### src/rtl/sat_adder_pkg.sv
// Shared types and constants for the saturating-adder inverse (decoder) path.
package sat_adder_pkg;

    localparam int WIDTH_DEFAULT = 5;
    localparam int SCALE_DEFAULT = 2;

    // Largest code the forward adder can emit; seeing it means the sum clipped.
    function automatic int sat_level(input int width);
        return (32'sd1 << width) - 32'sd1;
    endfunction

    localparam int SAT_VALUE_DEFAULT = sat_level(WIDTH_DEFAULT);

    typedef enum logic [1:0] {
        IDLE = 2'd0,
        CALC = 2'd1,
        DONE = 2'd2
    } state_t;

    typedef struct packed {
        logic [WIDTH_DEFAULT-1:0] b;
        logic [WIDTH_DEFAULT-1:0] rem;
        logic                     ambig;
        logic                     underflow;
    } result_t;

endpackage

### src/rtl/seq_restoring_div.sv
// Bit-serial restoring divider by a constant: one quotient bit per step, MSB first.
module seq_restoring_div #(
    parameter int WIDTH = 5,
    parameter int SCALE = 2
) (
    input  logic             clk,
    input  logic             rst,
    input  logic             load,
    input  logic             step,
    input  logic [WIDTH-1:0] dividend,
    output logic [WIDTH-1:0] quot_next,
    output logic [WIDTH:0]   rem_next,
    output logic             done
);

    localparam logic [WIDTH:0] DIVISOR = (WIDTH+1)'(SCALE);

    logic [WIDTH:0]         rem_r;
    logic [WIDTH-1:0]       dvd_r;
    logic [$clog2(WIDTH+1)-1:0] cnt_r;
    logic [WIDTH:0]         shifted_s;
    logic                   qbit_s;

    // One restoring step: shift in the next dividend bit and trial-subtract.
    always_comb begin
        shifted_s = (rem_r << 1) | {{WIDTH{1'b0}}, dvd_r[WIDTH-1]};
        qbit_s    = (shifted_s >= DIVISOR);
        if (qbit_s) begin
            rem_next = shifted_s - DIVISOR;
        end else begin
            rem_next = shifted_s;
        end
        quot_next = {dvd_r[WIDTH-2:0], qbit_s};
        done      = step && (cnt_r == '0);
    end

    // Dividend register doubles as the quotient shift register.
    always_ff @(posedge clk) begin
        if (rst) begin
            rem_r <= '0;
            dvd_r <= '0;
            cnt_r <= '0;
        end else if (load) begin
            rem_r <= '0;
            dvd_r <= dividend;
            cnt_r <= ($bits(cnt_r))'(WIDTH - 1);
        end else if (step) begin
            rem_r <= rem_next;
            dvd_r <= quot_next;
            cnt_r <= cnt_r - 1'b1;
        end else begin
            rem_r <= rem_r;
            dvd_r <= dvd_r;
            cnt_r <= cnt_r;
        end
    end

endmodule

### src/rtl/sat_adder_inverse.sv
// Recovers b = (y - a) / SCALE from a saturating scaled-adder output, with
// remainder, saturation-ambiguity and underflow flags, behind valid/ready.
module sat_adder_inverse
    import sat_adder_pkg::*;
#(
    parameter int WIDTH = WIDTH_DEFAULT,
    parameter int SCALE = SCALE_DEFAULT
) (
    input  logic             clk,
    input  logic             rst,
    input  logic             in_valid,
    output logic             in_ready,
    input  logic [WIDTH-1:0] y_in,
    input  logic [WIDTH-1:0] a_in,
    output logic             out_valid,
    input  logic             out_ready,
    output logic [WIDTH-1:0] b_out,
    output logic [WIDTH-1:0] rem_out,
    output logic             ambig,
    output logic             underflow
);

    localparam logic [WIDTH-1:0] SAT_VALUE = WIDTH'(sat_level(WIDTH));

    typedef struct packed {
        logic [WIDTH-1:0] b;
        logic [WIDTH-1:0] rem;
        logic             ambig;
        logic             underflow;
    } res_t;

    state_t         state_r, state_next;
    res_t           res_r;
    logic           in_ready_r, out_valid_r, ambig_pend_r;
    logic           accept_s, load_s, step_s, done_s, borrow_s;
    logic [WIDTH:0] diff_s;
    logic [WIDTH-1:0] quot_s;
    logic [WIDTH:0] rem_s;

    seq_restoring_div #(.WIDTH(WIDTH), .SCALE(SCALE)) u_div (
        .clk       (clk),
        .rst       (rst),
        .load      (load_s),
        .step      (step_s),
        .dividend  (diff_s[WIDTH-1:0]),
        .quot_next (quot_s),
        .rem_next  (rem_s),
        .done      (done_s)
    );

    // Handshake FSM next-state and divider control.
    always_comb begin
        state_next = state_r;
        load_s     = 1'b0;
        step_s     = 1'b0;
        diff_s     = {1'b0, y_in} - {1'b0, a_in};
        borrow_s   = diff_s[WIDTH];
        accept_s   = in_valid && in_ready_r;
        case (state_r)
            IDLE: begin
                if (accept_s) begin
                    if (borrow_s) begin
                        state_next = DONE;
                    end else begin
                        load_s     = 1'b1;
                        state_next = CALC;
                    end
                end else begin
                    state_next = IDLE;
                end
            end
            CALC: begin
                step_s = 1'b1;
                if (done_s) begin
                    state_next = DONE;
                end else begin
                    state_next = CALC;
                end
            end
            DONE: begin
                if (out_valid_r && out_ready) begin
                    state_next = IDLE;
                end else begin
                    state_next = DONE;
                end
            end
            default: state_next = IDLE;
        endcase
    end

    // State, handshake flags and result registers; results publish only on DONE entry.
    always_ff @(posedge clk) begin
        if (rst) begin
            state_r      <= IDLE;
            in_ready_r   <= 1'b0;
            out_valid_r  <= 1'b0;
            ambig_pend_r <= 1'b0;
            res_r        <= '0;
        end else begin
            state_r     <= state_next;
            in_ready_r  <= (state_next == IDLE);
            out_valid_r <= (state_next == DONE);
            if (state_r == IDLE && accept_s) begin
                ambig_pend_r <= (y_in == SAT_VALUE);
            end else begin
                ambig_pend_r <= ambig_pend_r;
            end
            if (state_r == IDLE && accept_s && borrow_s) begin
                res_r <= '{b: '0, rem: '0, ambig: (y_in == SAT_VALUE), underflow: 1'b1};
            end else if (state_r == CALC && done_s) begin
                res_r <= '{b: quot_s, rem: WIDTH'(rem_s), ambig: ambig_pend_r, underflow: 1'b0};
            end else begin
                res_r <= res_r;
            end
        end
    end

    assign in_ready  = in_ready_r;
    assign out_valid = out_valid_r;
    assign b_out     = res_r.b;
    assign rem_out   = res_r.rem;
    assign ambig     = res_r.ambig;
    assign underflow = res_r.underflow;

endmodule

### config.mk
export PLATFORM = sky130hd
export DESIGN_NAME = sat_adder_inverse
export DESIGN_NICKNAME = d
export VERILOG_FILES = /design/src/rtl/sat_adder_pkg.sv /design/src/rtl/seq_restoring_div.sv /design/src/rtl/sat_adder_inverse.sv
export SDC_FILE = /design/constraint.sdc
export NUM_CORES = 1
export LEC_CHECK = 0
export BUFFER_PORTS_ARGS = -buffer_cell sky130_fd_sc_hd__buf_2
export CORE_MARGIN = 5
export CORE_UTILIZATION = 55
export DETAILED_ROUTE_END_ITERATION = 8
export GPL_TIMING_DRIVEN = 0
export HOLD_SLACK_MARGIN = 0.08
export PLACE_DENSITY = 0.79
export RECOVER_POWER = 50
export SETUP_SLACK_MARGIN = 0.05
export SKIP_CTS_REPAIR_TIMING = 1
export SLEW_MARGIN = 25
export SYNTH_ARGS = -nofsm -noshare
export SYNTH_HDL_FRONTEND = slang
export SYNTH_HIERARCHICAL = 1
export SYNTH_SLANG_ARGS = --single-unit
### constraint.sdc
create_clock -name clk -period 4.72 [get_ports clk]
set_clock_uncertainty 0.1 [all_clocks]
set_input_delay 0.472 -clock clk [delete_from_list [all_inputs] [get_ports clk]]
set_output_delay 0.472 -clock clk [all_outputs]
set_load 0.02 [all_outputs]
== Word level (Yosys, flattened, before mapping) ==
Index checks and enable logic that the tools add are counted.

* Bitwise gates (word level): 1
* $lt $le $gt $ge: 1
* Multiplexer cells: 16
* Reduce and logical (&&, ||, !) cells: 13
* Equal/unequal tests: 4
* Add/sub/neg operators: 3

{| class="wikitable"
|+ Operators with widths
! kind !! number
|-
| two-way mux 5 bit || 3
|-
| two-way mux 2 bit || 6
|-
| greater-or-equal comparator 6 x 2 -> 1 bit, second input constant || 1
|-
| logical AND 1 bit || 6
|-
| two-way mux 3 bit || 2
|-
| bitwise OR 6 x 1 -> 6 bit || 1
|-
| case mux 2 bit (3 select lines) || 1
|-
| subtractor 5 x 5 -> 6 bit || 1
|-
| equality test 5 bit, second input constant || 1
|-
| subtractor 5 x 2 -> 5 bit, second input constant || 1
|-
| equality test 2 bit, second input constant || 2
|-
| zero test 2 bit || 2
|-
| two-way mux 1 bit || 4
|-
| nonzero test 2 bit || 2
|-
| OR reduction 2 bit || 2
|-
| zero test 3 bit || 1
|-
| subtractor 3 x 1 -> 3 bit, second input constant || 1
|-
| equality test 2 x 1 -> 1 bit, second input constant || 1
|}

* Bits of input ports: 14
* Word-level logic and storage cells: 50
* Register bits after elaboration: 30

== Longest topological paths before layout ==
Gate-level depths: netlist (run 1).

* Depth in word-level cells: 6
* Mapped depth: 10
* Mapped depth without buffers: 9

== By module ==
Netlist (run 1), hierarchy kept.

{| class="wikitable"
|+ Modules (own cells, without submodules)
! module !! cells an instance !! area each (µm²) !! times used
|-
| sat_adder_inverse || 108 || 879.6 || 1
|-
| seq_restoring_div || 83 || 694.4 || 1
|}

== Worst setup path before layout (run 1) ==
No wires, ideal clock.

* Path type: in2reg
* Start: input a_in[2]
* End: register u_div.rem_r[4]
* Required time: 4.550 ns
* Arrival time: 2.106 ns
* Cell stages on the path: 10
* Library setup time: 0.070 ns
* Slack: 2.443 ns
* Cell sequence: inv_1 ha_1 o211ai_1 a21oi_1 o21a_1 clkbuf_1 or2_1 clkbuf_4 a211oi_2 o21bai_1

* Word-level cells in the longest chain between the ends: 5

{| class="wikitable"
|+ Ends and longest elaborated chain
! item !! line !! RTL
|-
| from (decl) || sat_adder_inverse.sv:14 || <nowiki>input logic [WIDTH-1:0] a_in,</nowiki>
|-
| subtractor 5 x 5 -> 6 bit || sat_adder_inverse.sv:56 || <nowiki>diff_s = {1'b0, y_in} - {1'b0, a_in};</nowiki>
|-
| two-way mux 1 bit || sat_adder_inverse.sv:62 || <nowiki>if (borrow_s) begin</nowiki>
|-
| two-way mux 1 bit || sat_adder_inverse.sv:61 || <nowiki>if (accept_s) begin</nowiki>
|-
| two-way mux 1 bit || sat_adder_inverse.sv:59 || <nowiki>case (state_r)</nowiki>
|-
| via load_s || sat_adder_inverse.sv:35 || <nowiki>logic accept_s, load_s, step_s, done_s, borrow_s;</nowiki>
|-
| OR reduction 2 bit (no line) || - ||
|-
| to (signal assigned) || seq_restoring_div.sv:48 || <nowiki>rem_r <= rem_next;</nowiki>
|-
| to (signal assigned) || seq_restoring_div.sv:52 || <nowiki>rem_r <= rem_r;</nowiki>
|-
| to (decl) || seq_restoring_div.sv:18 || <nowiki>logic [WIDTH:0] rem_r;</nowiki>
|}

The timed path passes the listed nets, and every way through them passes these cells.
A chain may end at the register's enable or synchronous reset.

== Worst setup path after layout (run 1) ==
* Start: register state_r[0]
* End: register res_r (netlist bit b_out[3])

* Word-level cells in the longest chain between the ends: 4
* Elaborated cells between the ends (all ways): 8

{| class="wikitable"
|+ Ends and longest elaborated chain
! item !! line !! RTL
|-
| from (decl) || sat_adder_inverse.sv:32 || <nowiki>state_t state_r, state_next;</nowiki>
|-
| from (signal assigned) || sat_adder_inverse.sv:100 || <nowiki>state_r <= state_next;</nowiki>
|-
| equality test 2 x 1 -> 1 bit || sat_adder_inverse.sv:59 ||
|-
| two-way mux 1 bit || sat_adder_inverse.sv:59 ||
|-
| via step_s || sat_adder_inverse.sv:35 ||
|-
| logical AND 1 bit || seq_restoring_div.sv:34 || <nowiki>done = step && (cnt_r == '0);</nowiki>
|-
| via done_s || sat_adder_inverse.sv:35 ||
|-
| logical AND 1 bit || sat_adder_inverse.sv:110 || <nowiki>end else if (state_r == CALC && done_s) begin</nowiki>
|-
| to (signal assigned) || sat_adder_inverse.sv:109 || <nowiki>res_r <= '{b: '0, rem: '0, ambig: (y_in == SAT_VALUE), underflow: 1'b1};</nowiki>
|-
| to (signal assigned) || sat_adder_inverse.sv:111 || <nowiki>res_r <= '{b: quot_s, rem: WIDTH'(rem_s), ambig: ambig_pend_r, underflow: 1'b0};</nowiki>
|-
| to (signal assigned) || sat_adder_inverse.sv:113 || <nowiki>res_r <= res_r;</nowiki>
|-
| to (decl) || sat_adder_inverse.sv:33 || <nowiki>res_t res_r;</nowiki>
|}

The timed path passes the listed nets, and every way through them passes these cells.

==> metrics.yaml, run 1 <==
route:
  first_iter_violations: 21
  dr.pass1.iters: 4
  via_count: 1305
  antenna_left: 0
  via_per_inst: 5.20
  drc: 0
  routed_wl_um: 2980
  wl_per_cell_um: 11.9
global_routing:
  grt_pass1_wl_um: 5420
  met1_usage: 0.182
  use_met3: 0.0497
  grt_usage: 0.167
  grt_overflow: 0
  top_usage_layer: "met2"
  grt_pass1_vias: 1329
  grt_use_met2: 0.290
  grt_max_degree: 11
  antenna_found_initial: 0
die:
  design.core.area_um2: 2730
  row_count: 19
  pin_count: 28
  die_w_um: 63.2
  dieArea_um2: 3990
  start_util: 0.568
  die_h_um: 63.2
clock_network:
  clk_latency_ns: 0.32
  cts_buffers: 5
  cts.sinks: 30
  cts_tree: "done"
  clkSlewWorstSetupHoldPaths_ns: 0.08
  root_buffer: "clkbuf_4"
  h-tree-depth: 2
  cts_buffer_depth: 2
placed_design:
  dp.cells: 245
  io_buffers: 26
  gp_congestion: 0.805
  place_ws_ns: 2.15
  place_area_um2: 1720
  place_hpwl_um: 2210
sta:
  rsz0062_at_grt: "no"
  drv_slew: 0
  hold_violations: 0
  tightest_slew_ns: 0.464
  timing.fmax_ghz: 0.405
  period_needed_ns: 2.47
  finalSetupTns_ns: 0
  maxSlewHeadroom: 0.690
  setup_viol: 0
  min_period_over_period: 0.523
  fin_ws_ns: 2.25
critical_path:
  r2r_setup_slack_ns: 2.25
  worst_r2r_startpoint: "state_r[0]$_SDFF_PP0_"
  crit_chain: "and2b_1 -> clkbuf_1 -> clkbuf_1 -> and2_0 -> and2_0 -> buf_2 -> nand2_1 -> a21oi_1"
  critical_path_class: "flop to flop"
  arrival_ns: 2.62
  regToRegEndpoint: "b_out[3]$_SDFFE_PP0P_"
  crit_slowest_cell: "dfxtp_1"
  setup.worst_path.end_class: "flop"
  worstRegToRegCells: 8
  critPathRequiredTime_ns: 4.88
  crit_start: "state_r[0]$_SDFF_PP0_"
  crit_fanout: 10
  cp-start-kind: "flop"
  max_stage_delay_ns: 0.43
power:
  intPower_uw: 367
  powerDensity_nw_per_um2: 288
  p_sw_frac: 0.267
  ir_drop_mv: 0.235
  leakage_nw: 0.691
  pwr-share-comb: 0.167
  p_seq_frac: 0.540
  p_clk_frac: 0.293
  p_sw_uw: 134
cells_and_area:
  n_fill_cell: 267
  final_cells: 251
  seq_area_um2: 601
  antenna_cells: 0
  final_layout_size_suffix_gt1_frac: 0.150
  nets: 244
  multi_input_area_um2: 822
  final_cell_area_um2: 1740
  syn2layout_area_growth_pct: 11.8
  fin_util: 0.635
worst_hold_path:
  whs_path_depth: 2
  min-delay-start: "rem_out[4]$_SDFFE_PP0P_"
  worstHoldEndpoint: "rem_out[4]$_SDFFE_PP0P_"
  hold_class: "flop to flop"
synth:
  yosys_warnings: 6
  syn_nets: 211
  syn_inst: 188
  netlist_area_um2: 1550
  syn_area_per_cell_um2: 8.27
run:
  cap_viol_max_count: 0
status:
  run_status: "finished, final reports clean"
==> worst max path at each step <==
stage,endpoint,slack [ns],cells after the start
3_3_place_gp,u_div/rem_r[4]$_SDFFE_PP0P_,2.16,10
6_report,b_out[3]$_SDFFE_PP0P_,2.25,8
2_1_floorplan,u_div/rem_r[4]$_SDFFE_PP0P_,2.44,10
4_1_cts,u_div/rem_r[4]$_SDFFE_PP0P_,2.46,10
3_5_place_dp,u_div/rem_r[4]$_SDFFE_PP0P_,2.15,10
5_1_grt,b_out[3]$_SDFFE_PP0P_,1.93,8
==> area by class of cell <==
cell class | instances | share of cell area
Clock buffer | 6 | 0.0295
Sequential cell | 30 | 0.346
Buffer | 9 | 0.0252
Timing Repair Buffer | 26 | 0.0648
Multi-Input combinational cell | 131 | 0.473
Tap cell | 31 | 0.0223
Inverter | 18 | 0.0389
==> cells in the final DEF (no fill, tap or decap), types with 2 or more instances in the layout <==
cell	count
a21o_1	2
a21oi_1	25
and2_0	2
buf_2	14
clkbuf_1	18
clkbuf_4	6
dfxtp_1	30
ha_1	8
inv_1	18
mux2_2	4
nand2_1	40
nand2b_1	4
nor2_1	9
nor3_1	3
o21a_1	3
o21ai_0	2
o32ai_1	3
or2_4	2
xnor2_1	5
==> critical path: cells and delay by family (launching register included) <==
family,cells,cell delay (ns)
AOI/OAI and AO/OA,1,0.12
and+or+nand+nor,4,0.74
DFF,1,0.43
buffers and inverters,3,1.01
==> power by group through the flow <==
| stage | sequential, mW | combinational [mW] | clock [mW] |
|---|---|---|---|
| final | 0.270 | 0.0836 | 0.147 |
| after global routing | 0.272 | 0.0960 | 0.164 |
| after CTS | 0.271 | 0.0874 | 0.151 |
| after detailed placement | 0.276 | 0.0868 | 0 |
| after global placement | 0.276 | 0.0854 | 0 |
| after floorplan | 0.280 | 0.0613 | 0 |
==> registers in the layout, summed over array words and instances (netlist names) <==
name / count
b_out: 5
rem_out: 5
u_div/dvd_r: 5
u_div/rem_r: 5
u_div/cnt_r: 3
state_r: 2
ambig: 1
ambig_pend_r: 1
in_ready: 1
out_valid: 1
underflow: 1
==> stage by stage <==
step	power, mW	hold WS [ns]
after floorplan	0.341	0.337
after global placement	0.361	0.340
after detailed placement	0.363	0.343
after CTS	0.509	0.355
after global routing	0.532	0.378
final	0.500	0.355
==> layer usage <==
layer	share of wire	routed length [µm]
met1	0.45	1340
met2	0.48	1420
met3	0.058	174
met4	0.014	43
met5	0	0
No activity file was read; power rests on OpenSTA's default activity.
==> run 2, diff against run 1 <==
==> constraint.sdc (replaced) <==
create_clock -name clk -period 2.5 [get_ports clk]
set_clock_uncertainty 0.1 [all_clocks]
set_input_delay 0.25 -clock clk [delete_from_list [all_inputs] [get_ports clk]]
set_output_delay 0.25 -clock clk [all_outputs]
set_load 0.02 [all_outputs]
==> metrics.yaml, run 2 (synthesis results as in run 1) <==
status:
  run_status: "finished, final reports clean"
worst_hold_path:
  hold_class: "input port to flop"
  whs_path_depth: 2
  worstHoldEndpoint: "u_div/dvd_r[3]$_SDFFE_PP0P_"
  min-delay-start: "rst"
route:
  first_iter_violations: 26
  wl_per_cell_um: 11.8
  via_per_inst: 5.19
  via_count: 1302
  routed_wl_um: 2970
  drc: 0
  dr.pass1.iters: 4
  antenna_left: 0
global_routing:
  grt_pass1_vias: 1329
  grt_max_degree: 11
  grt_usage: 0.167
  antenna_found_initial: 0
  grt_pass1_wl_um: 5420
  grt_overflow: 0
die:
  die_h_um: 63.2
  start_util: 0.568
  dieArea_um2: 3990
  row_count: 19
  pin_count: 28
  die_w_um: 63.2
  design.core.area_um2: 2730
placed_design:
  gp_congestion: 0.805
  place_hpwl_um: 2210
  io_buffers: 26
clock_network:
  cts_buffers: 5
  cts_buffer_depth: 2
  cts.sinks: 30
  clkSlewWorstSetupHoldPaths_ns: 0.09
  root_buffer: "clkbuf_4"
  cts_tree: "done"
  clk_latency_ns: 0.32
  h-tree-depth: 2
sta:
  period_needed_ns: 2.23
  drv_slew: 0
  setup_viol: 0
  hold_violations: 0
  timing.fmax_ghz: 0.448
  tightest_slew_ns: 0.449
  maxSlewHeadroom: 0.701
  min_period_over_period: 0.892
  rsz0062_at_grt: "no"
  finalSetupTns_ns: 0
power:
  intPower_uw: 692
  leakage_nw: 0.698
  powerDensity_nw_per_um2: 544
  ir_drop_mv: 0.446
  p_clk_frac: 0.293
  p_sw_uw: 253
  p_sw_frac: 0.267
  total_power_uw: 945
  p_seq_frac: 0.540
  pwr-share-comb: 0.167
critical_path:
  worst_r2r_startpoint: "state_r[0]$_SDFF_PP0_"
  cp-start-kind: "input port"
  critPathRequiredTime_ns: 2.60
  regToRegEndpoint: "b_out[3]$_SDFFE_PP0P_"
  arrival_ns: 2.33
  r2r_setup_slack_ns: 0.43
  crit_fanout: 8
  critical_path_class: "input port to flop"
  setup.worst_path.end_class: "flop"
  worstRegToRegCells: 8
cells_and_area:
  seq_area_um2: 601
  multi_input_area_um2: 823
  nets: 244
  mostFrequentLayoutCells: "nand2_1, dfxtp_1, a21oi_1"
  final_common_cell: "nand2_1"
  final_layout_size_suffix_gt1_frac: 0.159
  n_fill_cell: 267
  antenna_cells: 0
  syn2layout_area_growth_pct: 11.8
run:
  cap_viol_max_count: 0
run 2: final cells by class:
| type | count | area share |
|---|---|---|
| Sequential cell | 30 | 0.346 |
| Multi-Input combinational cell | 131 | 0.474 |
| Inverter | 18 | 0.0389 |
| Buffer | 9 | 0.0245 |
| Timing Repair Buffer | 26 | 0.0648 |
| Tap cell | 31 | 0.0223 |
| Clock buffer | 6 | 0.0295 |
run 2: routing by layer:
metal / GRT usage / vias up / share of wire
met3: 0.0497 / 2 / 0.060
li1: - / 690 / -
met1: 0.182 / 577 / 0.45
met2: 0.290 / 33 / 0.49
met4: 0.0849 / 0 / 0.0067
met5: 0 / - / 0
run 2: stage by stage:
| stage | setup WS [ns] | hold slack, ns | util | instance area (µm²) | std cells |
|---|---|---|---|---|---|
| 3_5_place_dp | 0.150 | 0.343 | 0.630 | 1720 | 245 |
| 6_report | 0.269 | 0.160 | 0.635 | 1740 | 251 |
| 2_1_floorplan | 0.445 | 0.337 | - | 1550 | 188 |
| 5_1_grt | 0.102 | 0.185 | 0.635 | 1740 | 251 |
| 3_3_place_gp | 0.161 | 0.340 | 0.630 | 1720 | 245 |
| 4_1_cts | 0.435 | 0.155 | 0.649 | 1770 | 251 |
run 2: worst max-delay path, cell delays in order:
cell and delay (ns):
buf_2 0.11, ha_1 0.34, o211ai_1 0.11, a21oi_1 0.33
o21a_1 0.23, clkbuf_1 0.27, or2_1 0.15, clkbuf_1 0.30
a211oi_2 0.08, o21bai_1 0.16
run 2: worst max path at each step:
| stage | start | endpoint | slack, ns | cells after the start |
|---|---|---|---|---|
| 2_1_floorplan | a_in[2] | u_div/rem_r[4]$_SDFFE_PP0P_ | 0.45 | 10 |
| 6_report | y_in[2] | u_div/rem_r[4]$_SDFFE_PP0P_ | 0.27 | 10 |
| 3_5_place_dp | y_in[2] | u_div/rem_r[4]$_SDFFE_PP0P_ | 0.15 | 10 |
| 4_1_cts | state_r[0]$_SDFF_PP0_ | b_out[3]$_SDFFE_PP0P_ | 0.44 | 8 |
| 5_1_grt | a_in[2] | u_div/rem_r[4]$_SDFFE_PP0P_ | 0.10 | 11 |
| 3_3_place_gp | y_in[2] | u_div/rem_r[4]$_SDFFE_PP0P_ | 0.16 | 10 |
run 2: power groups by stage:
stage	clock network, mW	logic (mW)	registers, mW
global placement	0	0.161	0.521
detailed placement	0	0.164	0.522
floorplan	0	0.116	0.528
CTS	0.285	0.165	0.511
global route	0.310	0.181	0.513
finish	0.277	0.158	0.510
==> run 3, diff against run 2 <==
--- a/config.mk
+++ b/config.mk
@@ -8,6 +8,7 @@
 export BUFFER_PORTS_ARGS = -buffer_cell sky130_fd_sc_hd__buf_2
 export CORE_MARGIN = 5
 export CORE_UTILIZATION = 55
+export CTS_BUF_LIST = sky130_fd_sc_hd__clkbuf_4
 export DETAILED_ROUTE_END_ITERATION = 8
 export GPL_TIMING_DRIVEN = 0
 export HOLD_SLACK_MARGIN = 0.08
==> metrics.yaml, run 3 (synthesis results as in run 1) <==
route:
  routed_wl_um: 2970
  drc: 0
  antenna_left: 0
  via_per_inst: 5.17
  first_iter_violations: 30
  wl_per_cell_um: 11.8
  via_count: 1297
  dr.pass1.iters: 4
global_routing:
  grt_max_degree: 11
  grt_overflow: 0
  antenna_found_initial: 0
  grt_usage: 0.168
  grt_pass1_vias: 1299
  grt_pass1_wl_um: 5430
power:
  ir_drop_mv: 0.444
  leakage_nw: 0.692
  powerDensity_nw_per_um2: 529
  total_power_uw: 913
critical_path:
  setup.worst_path.end_class: "flop"
  crit_chain: "buf_2 -> ha_1 -> o211ai_1 -> a21oi_1 -> o21a_1 -> clkbuf_1 -> or2_1 -> clkbuf_1 -> a211oi_2 -> o21bai_1"
  cp.buffers_inverters: 3
  arrival_ns: 2.32
  crit_fanout: 8
  worstRegToRegCells: 8
  max_stage_delay_ns: 0.34
  critical_path_depth: 10
  crit_path_frequent_cell: "clkbuf_1"
  cp-start-kind: "input port"
  critical-path-top-delay-family: "compound AO/OA/AOI/OAI gates"
  critical_path_class: "input port to flop"
  crit_slowest_cell: "ha_1"
  critPathRequiredTime_ns: 2.61
clock_network:
  cts_tree: "done"
  root_buffer: "clkbuf_4"
  clkSlewWorstSetupHoldPaths_ns: 0.09
  h-tree-depth: 2
  cts.sinks: 30
  cts_buffers: 5
  cts_buffer_depth: 2
  clk_latency_ns: 0.32
sta:
  whs_ns: 0.160
  rsz0062_at_grt: "no"
  hold_violations: 0
  min_period_over_period: 0.884
  setup_viol: 0
  maxSlewHeadroom: 0.702
  finalSetupTns_ns: 0
  period_needed_ns: 2.21
  tightest_slew_ns: 0.447
  fin_ws_ns: 0.289
  timing.fmax_ghz: 0.452
  drv_slew: 0
placed_design:
  place_area_um2: 1720
  io_buffers: 26
  place_hpwl_um: 2210
  place_ws_ns: 0.150
  dp.cells: 245
  gp_congestion: 0.805
die:
  start_util: 0.568
  row_count: 19
  dieArea_um2: 3990
  die_h_um: 63.2
  pin_count: 28
  die_w_um: 63.2
  design.core.area_um2: 2730
cells_and_area:
  final_layout_size_suffix_gt1_frac: 0.155
  fin_util: 0.632
  nets: 244
  mostFrequentLayoutCells: "nand2_1, dfxtp_1, a21oi_1"
  final_cells: 251
  syn2layout_area_growth_pct: 11.1
  n_fill_cell: 270
  final_common_cell: "nand2_1"
  antenna_cells: 0
  final_cell_area_um2: 1730
worst_hold_path:
  whs_path_depth: 2
  hold_class: "input port to flop"
run:
  cap_viol_max_count: 0
status:
  run_status: "finished, final reports clean"
[run 3: cell types whose count changed in the layout (fill, tap and decap cells not counted)]
cell / previous run / this run
clkbuf_8: 1 / 0
clkinv_1: 0 / 1
[run 3: layout make-up]
class,instances,area (µm²),share of cell area
Buffer,9,42.5,0.0246
Clock buffer,5,37.5,0.0217
Clock inverter,1,3.75,0.00217
Inverter,18,67.6,0.0391
Multi-Input combinational cell,131,823,0.477
Sequential cell,30,601,0.348
Tap cell,31,38.8,0.0225
Timing Repair Buffer,26,113,0.0652
[run 3: power breakdown]
part	internal, mW	total (mW)	switching (mW)
combinational	0.0687	0.157	0.0884
sequential	0.497	0.510	0.0131
clock	0.0957	0.246	0.150
total	0.661	0.913	0.252
[run 3: final timing paths]
check                               start                          end  slack, ns
setup / recovery                  y_in[2]  u_div/rem_r[4]$_SDFFE_PP0P_       0.29
hold / removal                        rst  u_div/dvd_r[3]$_SDFFE_PP0P_       0.16
setup reg to reg    state_r[0]$_SDFF_PP0_        b_out[3]$_SDFFE_PP0P_       0.45
hold reg to reg   rem_out[4]$_SDFFE_PP0P_      rem_out[4]$_SDFFE_PP0P_       0.35
[run 3: metal layers]
metal,track usage,vias to the layer above,routed length [µm]
li1,-,687,-
met1,0.185,572,1350
met3,0.0568,7,173
met2,0.292,31,1390
met5,0,-,0
met4,0.0690,0,56
